## src/rtl/vga_pattern_core.sv

```systemverilog
// vga_pattern_core
//   Test-pattern generator and blender for a pixel stream.
//   A small register slot selects bars, checker, gradient or solid patterns.
//   The pattern is optionally averaged with the upstream pixel.
//   so_rgb is registered, one clock after x/y/si_rgb.
//   Pattern settings and scroll advance once per frame, on the frame-start pulse.
//
// Ports
//   clk      in   system clock
//   reset_n  in   asynchronous active-low reset
//   x, y     in   current pixel coordinates (XW bits)
//   cs       in   slot chip select
//   write    in   slot write strobe (write when cs & write)
//   addr     in   slot word address, addr[1:0] decoded
//   wr_data  in   slot write data
//   si_rgb   in   upstream pixel {R,G,B}
//   so_rgb   out  downstream pixel {R,G,B}, registered
module vga_pattern_core #(
  parameter int unsigned CD = 4,
  parameter int unsigned XW = 11
) (
  input  logic              clk,
  input  logic              reset_n,
  input  logic [XW-1:0]     x,
  input  logic [XW-1:0]     y,
  input  logic              cs,
  input  logic              write,
  input  logic [13:0]       addr,
  input  logic [31:0]       wr_data,
  input  logic [3*CD-1:0]   si_rgb,
  output logic [3*CD-1:0]   so_rgb
);

  localparam int unsigned RW = 3 * CD;

  // Active registers
  logic          r_bypass;
  logic [1:0]    r_mode;
  logic          r_blend;
  logic [RW-1:0] r_color0;
  logic [RW-1:0] r_color1;
  logic [3:0]    r_shift;
  logic [7:0]    r_speed;

  // Per-frame shadow copies used by the pattern datapath
  logic [1:0]    r_sh_mode;
  logic          r_sh_blend;
  logic [RW-1:0] r_sh_color0;
  logic [RW-1:0] r_sh_color1;
  logic [3:0]    r_sh_shift;

  logic [XW-1:0] r_scroll;
  logic          r_origin;
  logic [RW-1:0] r_so;

  logic          w_we;
  logic          w_origin;
  logic          w_fs;
  logic [XW-1:0] w_xe;
  logic          w_shift_big;
  logic [XW-1:0] w_xs;
  logic [XW-1:0] w_ys;
  logic [2:0]    w_k;
  logic          w_chk;
  logic [CD-1:0] w_g;
  logic [RW-1:0] w_pat;
  logic [RW-1:0] w_mix;
  logic [RW-1:0] w_pix;
  logic          w_unused;

  assign w_we     = cs & write;
  assign w_origin = (x == '0) && (y == '0);
  // Pulse only on the first cycle of the origin, not for as long as it is held
  assign w_fs     = w_origin & ~r_origin;

  // Register slot; writes land on the active set regardless of frame timing
  always_ff @(posedge clk or negedge reset_n) begin
    if (!reset_n) begin
      r_bypass <= 1'b1;
      r_mode   <= 2'd0;
      r_blend  <= 1'b0;
      r_color0 <= '1;
      r_color1 <= '0;
      r_shift  <= 4'd4;
      r_speed  <= 8'd0;
    end else if (w_we) begin
      case (addr[1:0])
        2'd0: begin
          r_bypass <= wr_data[0];
          r_mode   <= wr_data[2:1];
          r_blend  <= wr_data[3];
        end
        2'd1: r_color0 <= wr_data[RW-1:0];
        2'd2: r_color1 <= wr_data[RW-1:0];
        default: begin
          r_shift <= wr_data[3:0];
          r_speed <= wr_data[15:8];
        end
      endcase
    end
  end

  // Shadows and scroll sample the pre-write register values on frame start
  always_ff @(posedge clk or negedge reset_n) begin
    if (!reset_n) begin
      r_origin    <= 1'b0;
      r_sh_mode   <= 2'd0;
      r_sh_blend  <= 1'b0;
      r_sh_color0 <= '1;
      r_sh_color1 <= '0;
      r_sh_shift  <= 4'd4;
      r_scroll    <= '0;
    end else begin
      r_origin <= w_origin;
      if (w_fs) begin
        r_sh_mode   <= r_mode;
        r_sh_blend  <= r_blend;
        r_sh_color0 <= r_color0;
        r_sh_color1 <= r_color1;
        r_sh_shift  <= r_shift;
        r_scroll    <= r_scroll + XW'(r_speed);
      end
    end
  end

  assign w_xe        = x + r_scroll;
  // Shifting the whole counter away collapses the frame onto index 0
  assign w_shift_big = ({28'd0, r_sh_shift} >= 32'(XW));
  assign w_xs        = w_shift_big ? '0 : (w_xe >> r_sh_shift);
  assign w_ys        = w_shift_big ? '0 : (y >> r_sh_shift);
  assign w_k         = w_xs[2:0];
  assign w_chk       = w_xs[0] ^ w_ys[0];
  assign w_g         = w_xs[CD-1:0];

  always_comb begin
    w_pat = '0;
    case (r_sh_mode)
      2'd0:    w_pat = {{CD{w_k[2]}}, {CD{w_k[1]}}, {CD{w_k[0]}}};
      2'd1:    w_pat = w_chk ? r_sh_color1 : r_sh_color0;
      2'd2:    w_pat = {w_g, w_g, w_g} & r_sh_color0;
      default: w_pat = r_sh_color0;
    endcase
  end

  // Per-channel floor average at CD+1 bits
  for (genvar c = 0; c < 3; c++) begin : g_blend
    logic [CD:0] w_sum;
    assign w_sum                = {1'b0, si_rgb[c*CD +: CD]} + {1'b0, w_pat[c*CD +: CD]};
    assign w_mix[c*CD +: CD]    = w_sum[CD:1];
  end

  assign w_pix = r_sh_blend ? w_mix : w_pat;

  always_ff @(posedge clk or negedge reset_n) begin
    if (!reset_n) begin
      r_so <= '0;
    end else begin
      r_so <= r_bypass ? si_rgb : w_pix;
    end
  end

  assign so_rgb = r_so;

  assign w_unused = ^{addr[13:2], wr_data, w_xs, w_ys};

endmodule

```

## config.mk

```make
export PLATFORM = sky130hd
export DESIGN_NAME = vga_pattern_core
export DESIGN_NICKNAME = d
export VERILOG_FILES = /design/src/rtl/vga_pattern_core.sv
export SDC_FILE = /design/constraint.sdc
export NUM_CORES = 1
export LEC_CHECK = 0
export CAP_MARGIN = 20
export CORE_AREA = 2 2 105 107
export CTS_CLUSTER_DIAMETER = 40
export DETAILED_ROUTE_END_ITERATION = 8
export DIE_AREA = 0 0 107 109
export HOLD_SLACK_MARGIN = 0.02
export PLACE_DENSITY = 0.94
export SETUP_SLACK_MARGIN = 0.5
export SLEW_MARGIN = 20
export SYNTH_ARGS = -nofsm -noshare
export SYNTH_HDL_FRONTEND = slang
export SYNTH_SLANG_ARGS = --single-unit
```

## constraint.sdc

```tcl
create_clock -name clk -period 6.6 [get_ports clk]
set_clock_uncertainty 0.15 [all_clocks]
set_input_delay 1.98 -clock clk [delete_from_list [all_inputs] [get_ports clk]]
set_output_delay 1.98 -clock clk [all_outputs]
set_load 0.05 [all_outputs]
```

# Word-level counts from Yosys, hierarchy flattened
# Cells that the tools add are included.
[op_classes]
add_sub_neg = 5
mul = 0
n_div = 0
order_cmp = 1
n_eq_ne = 4
shifts = 2
mux = 6
bitwise_logic = 6
n_reduce_logical = 10
[ops]
columns = ["operator", "n"]
rows = [
  ["$mux 12", 3],
  ["$pmux 12 s3", 1],
  ["$logic_not 11->1", 2],
  ["$add 4x4->5", 3],
  ["$and 12x12->12", 1],
  ["$add 11x11->11", 1],
  ["$add 11x8->11", 1],
  ["$shr 11x4->1", 1],
  ["$shr 11x4->4", 1],
  ["$reduce_and 2->1", 4],
  ["$eq 2x1->1 const B", 2],
  ["$eq 2x2->1 const B", 2],
  ["$ge 4x4->1 const B", 1],
  ["$logic_not 2->1", 2],
  ["$mux 4", 1],
  ["$reduce_or 3->1", 1],
  ["$and 1x1->1", 2],
  ["$not 1->1", 2],
  ["$logic_and 1x1->1", 1],
  ["$mux 1", 1],
  ["$xor 1x1->1", 1],
]
[totals]
regBits = 95
latchBits = 0
mem_bits_rw = 0
rom_bits = 0
in_bits = 84
output_inout_bits = 12
elab_cells = 49
n_memories = 0

# Logic depth before layout (Yosys ltp)
[logic_depth]
word_depth = 9
depth_mapped = 18
depth_no_buf = 18

# Worst setup path after synthesis
# OpenSTA, ideal clock, no wires.
[synth_timing]
kind = "input to register"
from = "input x[0]"
to = "register r_so[11] (netlist: so_rgb[11])"
setup_time_ps = 124
arrival_time_ps = 5873
required_time_ps = 6326
slack_ps = 453
cell_stages = 17
n_path_buf = 0
path_cell_list = "ha_1 inv_1 fa_1 nand2b_1 a211oi_4 nor4_2 o311a_1 a211o_4 a21o_4 or4_4 a32oi_2 nor2b_1 fa_1 a21o_1 a211oi_1 a21oi_1 o31a_1"
[synth_between]
elab_chain_cells = 9
word_cells_on_any_way = 10
classes_between = "add/sub: 2; shift: 1; mux: 5; bitwise: 2"
[synth_rtl]
columns = ["item", "line_no", "text"]
rows = [
  ["start: declaration", "24", "input logic [XW-1:0] x,"],
  ["$add 11x11->11 (*)", "126", "assign w_xe = x + r_scroll;"],
  ["$shr 11x4->4 (*)", "129", "assign w_xs = w_shift_big ? '0 : (w_xe >> r_sh_shift);"],
  ["$mux 4 (*)", "129", ""],
  ["$xor 1x1->1", "132", "assign w_chk = w_xs[0] ^ w_ys[0];"],
  ["$mux 12", "139", "2'd1: w_pat = w_chk ? r_sh_color1 : r_sh_color0;"],
  ["$pmux 12 s3 (*)", "137", "case (r_sh_mode)"],
  ["$add 4x4->5", "148", "assign w_sum = {1'b0, si_rgb[c*CD +: CD]} + {1'b0, w_pat[c*CD +: CD]};"],
  ["$mux 12 (*)", "152", "assign w_pix = r_sh_blend ? w_mix : w_pat;"],
  ["$mux 12 (*)", "158", "r_so <= r_bypass ? si_rgb : w_pix;"],
  ["end signal: assignment", "158", ""],
  ["end: declaration", "54", "logic [RW-1:0] r_so;"],
]
# Every way passes the cells marked *; elsewhere a longest branch is shown, timed or not.
# A chain may end at the register's enable or synchronous reset.

# Worst setup path after layout
[layout_timing]
from = "input x[7]"
to = "register r_so[11] (netlist: so_rgb[11])"
# The elaborated chain is that of the path after synthesis.

==> qor.csv <==
metric,value,unit
outcome,completed,
max-cap viol count,0,
crit share post-route,90.5,%
TritonCTS clock tree,yes,
Synth Cell Area,0.00607,mm^2
fillers,704,
Mapped Avg Cell Area,10.4,um^2
WS Path Type,input pin to flip-flop,
die area,0.0117,mm^2
Post-synth EDFFs,0,
row cnt,38,
post-DP HPWL,11300,um
Initial Util,57.3,%
hold path depth,2,
CTS HTree Levels,3,
DRC Markers,0,
router iterations before antenna repair,5,
"Slowest-stage cell, CP",or4_4,
post-synthesis mux area share,14.9,%
Seq cells post-synth,95,
dominant synthesized flop cell,dfrtp_1,
Reg2Reg Setup Slack,1900,ps
Cells after Synth,584,
setup TNS,0,ps
crit path capture type,flip-flop,
Syn Nets,701,
"commonest non-fill, non-tap cell in the layout",mux2_2,
Switching Power,0.447,mW
CP required,6720,ps
Nets,802,
Compound-Gate Fraction of Synth Area,20.3,%
vias per cell,6.24,
Hold Crit Endpoint,r_sh_color0[2],
Synth Area in Simple Gates,12.0,%
max_slew headroom,44.5,%
static leakage,3.38,nW
Cell variety after synth,81,
Longest Clk Path Bufs,2,
arrival time worst endpoint,6090,ps
CTS sink count,95,
"Clk Latency, worst-skew pair",370,ps
Port Buffers,67,
initial DRC count,400,
Yosys warning count,0,
I/O pins,96,
final setup vio count,0,
fmax,167,MHz
final WL,16100,um
Antenna Cells,0,
CP startpoint kind,input pin,
Tightest Hold Check Type,flip-flop to flip-flop,
first-pass GRT wire length,25200,um
reg-to-reg endpoint,so_rgb[11],
"Clk pin slew, worst setup/hold paths",110,ps
internal power,0.969,mW
Post-Place Cell Area,0.00710,mm^2
final instance area,0.00771,mm^2
crit path time final,5970,ps
area growth from synthesis to layout,26.9,%
combinational group share of total power,22.6,%
RD Place Congestion,0.915,
VDD IR-drop max,0.143,mV
PwrDens,184,mW/mm^2
worst slew pin tran,832,ps
total power,1.42,mW
via count,5178,
largest stage delay on the critical path,500,ps
xor and xnor fraction of the mapped netlist area,2.31,%
cts hold-fix bufs,0,
Worst Reg-to-Reg Cells,15,
Root Buffer,clkbuf_8,
DP Cell Count,803,
GR Util All Layers,27.6,%
sequential area share after synthesis,39.7,%
TritonCTS Buffers,9,
Die H,109,um
CP max FO,7,
Fin. Hold Viols,0,
critical path cell sequence,clkdlybuf4s50_1 > ha_1 > o21ai_0 > o21bai_1 > a311o_1 > and3_1 > a211o_4 > a21o_4 > or4_4 > a32oi_4 > nor2b_2 > fa_2 > a21o_1 > a211oi_2 > a21oi_1 > o31a_1,
core area,0.0106,mm^2
gr ovfl total,0,
max-slew violation count,0,
Net Sw Frac,31.6,%
DRT antenna net count,0,
RSZ-0062 raised after global routing,no,
reg2reg start,r_sh_shift[0],
clock share of power,27.3,%
Flop pwr share,50.1,%
largest family of logic cells by synthesized area,compound AO/OA/AOI/OAI gates,
vias in the first global route,5216,
"commonest non-fill, non-tap cells in the layout","69 x mux2_2, 68 x dfrtp_1, 62 x clkdlybuf4s50_1",
"non-filler cells, final",830,
wire per inst,19.4,um
largest net degree at the start of global routing,67,
initial antenna violation count,0,
Hold Startpoint,r_color0[2],
share of layout cells above drive strength 1,32.3,%
Die Width,107,um
"Async S/R FF share, synth",100,%
Synth Area in Adders,7.42,%
-- routing by layer --
layer / vias to the layer above / share of wire [%] / GRT usage (%) / routed length, um
met4: 0 / 1.7 / 9.46 / 275
met3: 26 / 5.1 / 3.53 / 824
li1: 2402 / - / - / -
met5: - / 0 / 0 / 0
met2: 184 / 49 / 45.9 / 7860
met1: 2566 / 44 / 37.5 / 7120
-- kinds of logic (layout without fill, tap and decap cells) --
family,after synthesis,after routing
AO/OA/AOI/OAI,170,170
AND/OR/NAND/NOR,142,142
flip-flops,95,95
multiplexers,78,78
buffers and inverters,50,156
adder cells (fa/ha/maj),33,33
XOR/XNOR,16,16
-- what timing repair did --
| action | 4_1_cts | 5_1_grt |
|---|---|---|
| pin swaps | 8 | 19 |
| hold endpoints to repair | 0 | 0 |
| gates resized for setup | 31 | 33 |
| setup buffers | 7 | 4 |
| endpoints found under the setup margin | 12 | 10 |
-- Yosys cell counts, drive strengths merged, types with 7 or more instances --
master	n	area [um^2]
nand2	44	165
nand3	12	60.1
ha	28	350
a21oi	36	180
inv	23	86.3
nor2b	7	43.8
dfstp	27	709
dfrtp	68	1700
a211oi	14	123
and2	10	62.6
a21o	14	115
xnor2	12	105
o21ai	30	150
o211ai	9	72.6
nor4	7	50.1
nor2	21	81.3
clkbuf	19	71.3
mux2	69	777
nor3	10	50.1
-- registers in the layout, summed over array words and instances (netlist names), 2 cells and up --
register,flops
r_color0,12
r_color1,12
r_sh_color0,12
r_sh_color1,12
so_rgb,12
r_scroll,11
r_speed,8
r_sh_shift,4
r_shift,4
r_mode,2
r_sh_mode,2
-- stage by stage --
step	util (%)	worst slack, ps	hold WS (ps)
global placement	67.0	-146	306
finish	72.7	629	339
floorplan	-	516	294
CTS	70.8	503	344
global route	72.7	506	366
detailed placement	67.0	-282	320
-- critical path: cells and delay by family --
kind / cells / cell delay [ps]
AO/OA/AOI/OAI: 10 / 2120
AND/OR/NAND/NOR: 3 / 790
adder cells (fa/ha/maj): 2 / 750
buffers and inverters: 1 / 430
-- power by group through the flow --
stage	Sequential [mW]	Combinational [mW]	Clock, mW
finish	0.710	0.319	0.386
global route	0.717	0.341	0.412
CTS	0.709	0.313	0.390
detailed placement	0.719	0.306	0
global placement	0.711	0.293	0
floorplan	0.751	0.144	0
-- worst max path at each step --
stage | slack [ps] | startpoint | depth (start not counted) | endpoint
detailed placement | -280 | x[0] | 20 | so_rgb[3]
global placement | -150 | x[0] | 20 | so_rgb[3]
floorplan | 520 | x[0] | 17 | so_rgb[11]
CTS | 500 | x[1] | 17 | so_rgb[11]
global route | 510 | x[7] | 22 | so_rgb[10]
finish | 630 | x[7] | 16 | so_rgb[11]
-- cell type report --
class | instances | area (um^2) | area share [%]
multi-input combinational | 439 | 3780 | 49.1
timing repair buffer | 115 | 1050 | 13.6
clock inverter | 7 | 72.6 | 0.942
tap | 140 | 175 | 2.27
clock buffer | 9 | 124 | 1.61
sequential | 95 | 2410 | 31.3
inverter | 25 | 93.8 | 1.22
(Power assumes the default switching activity.)
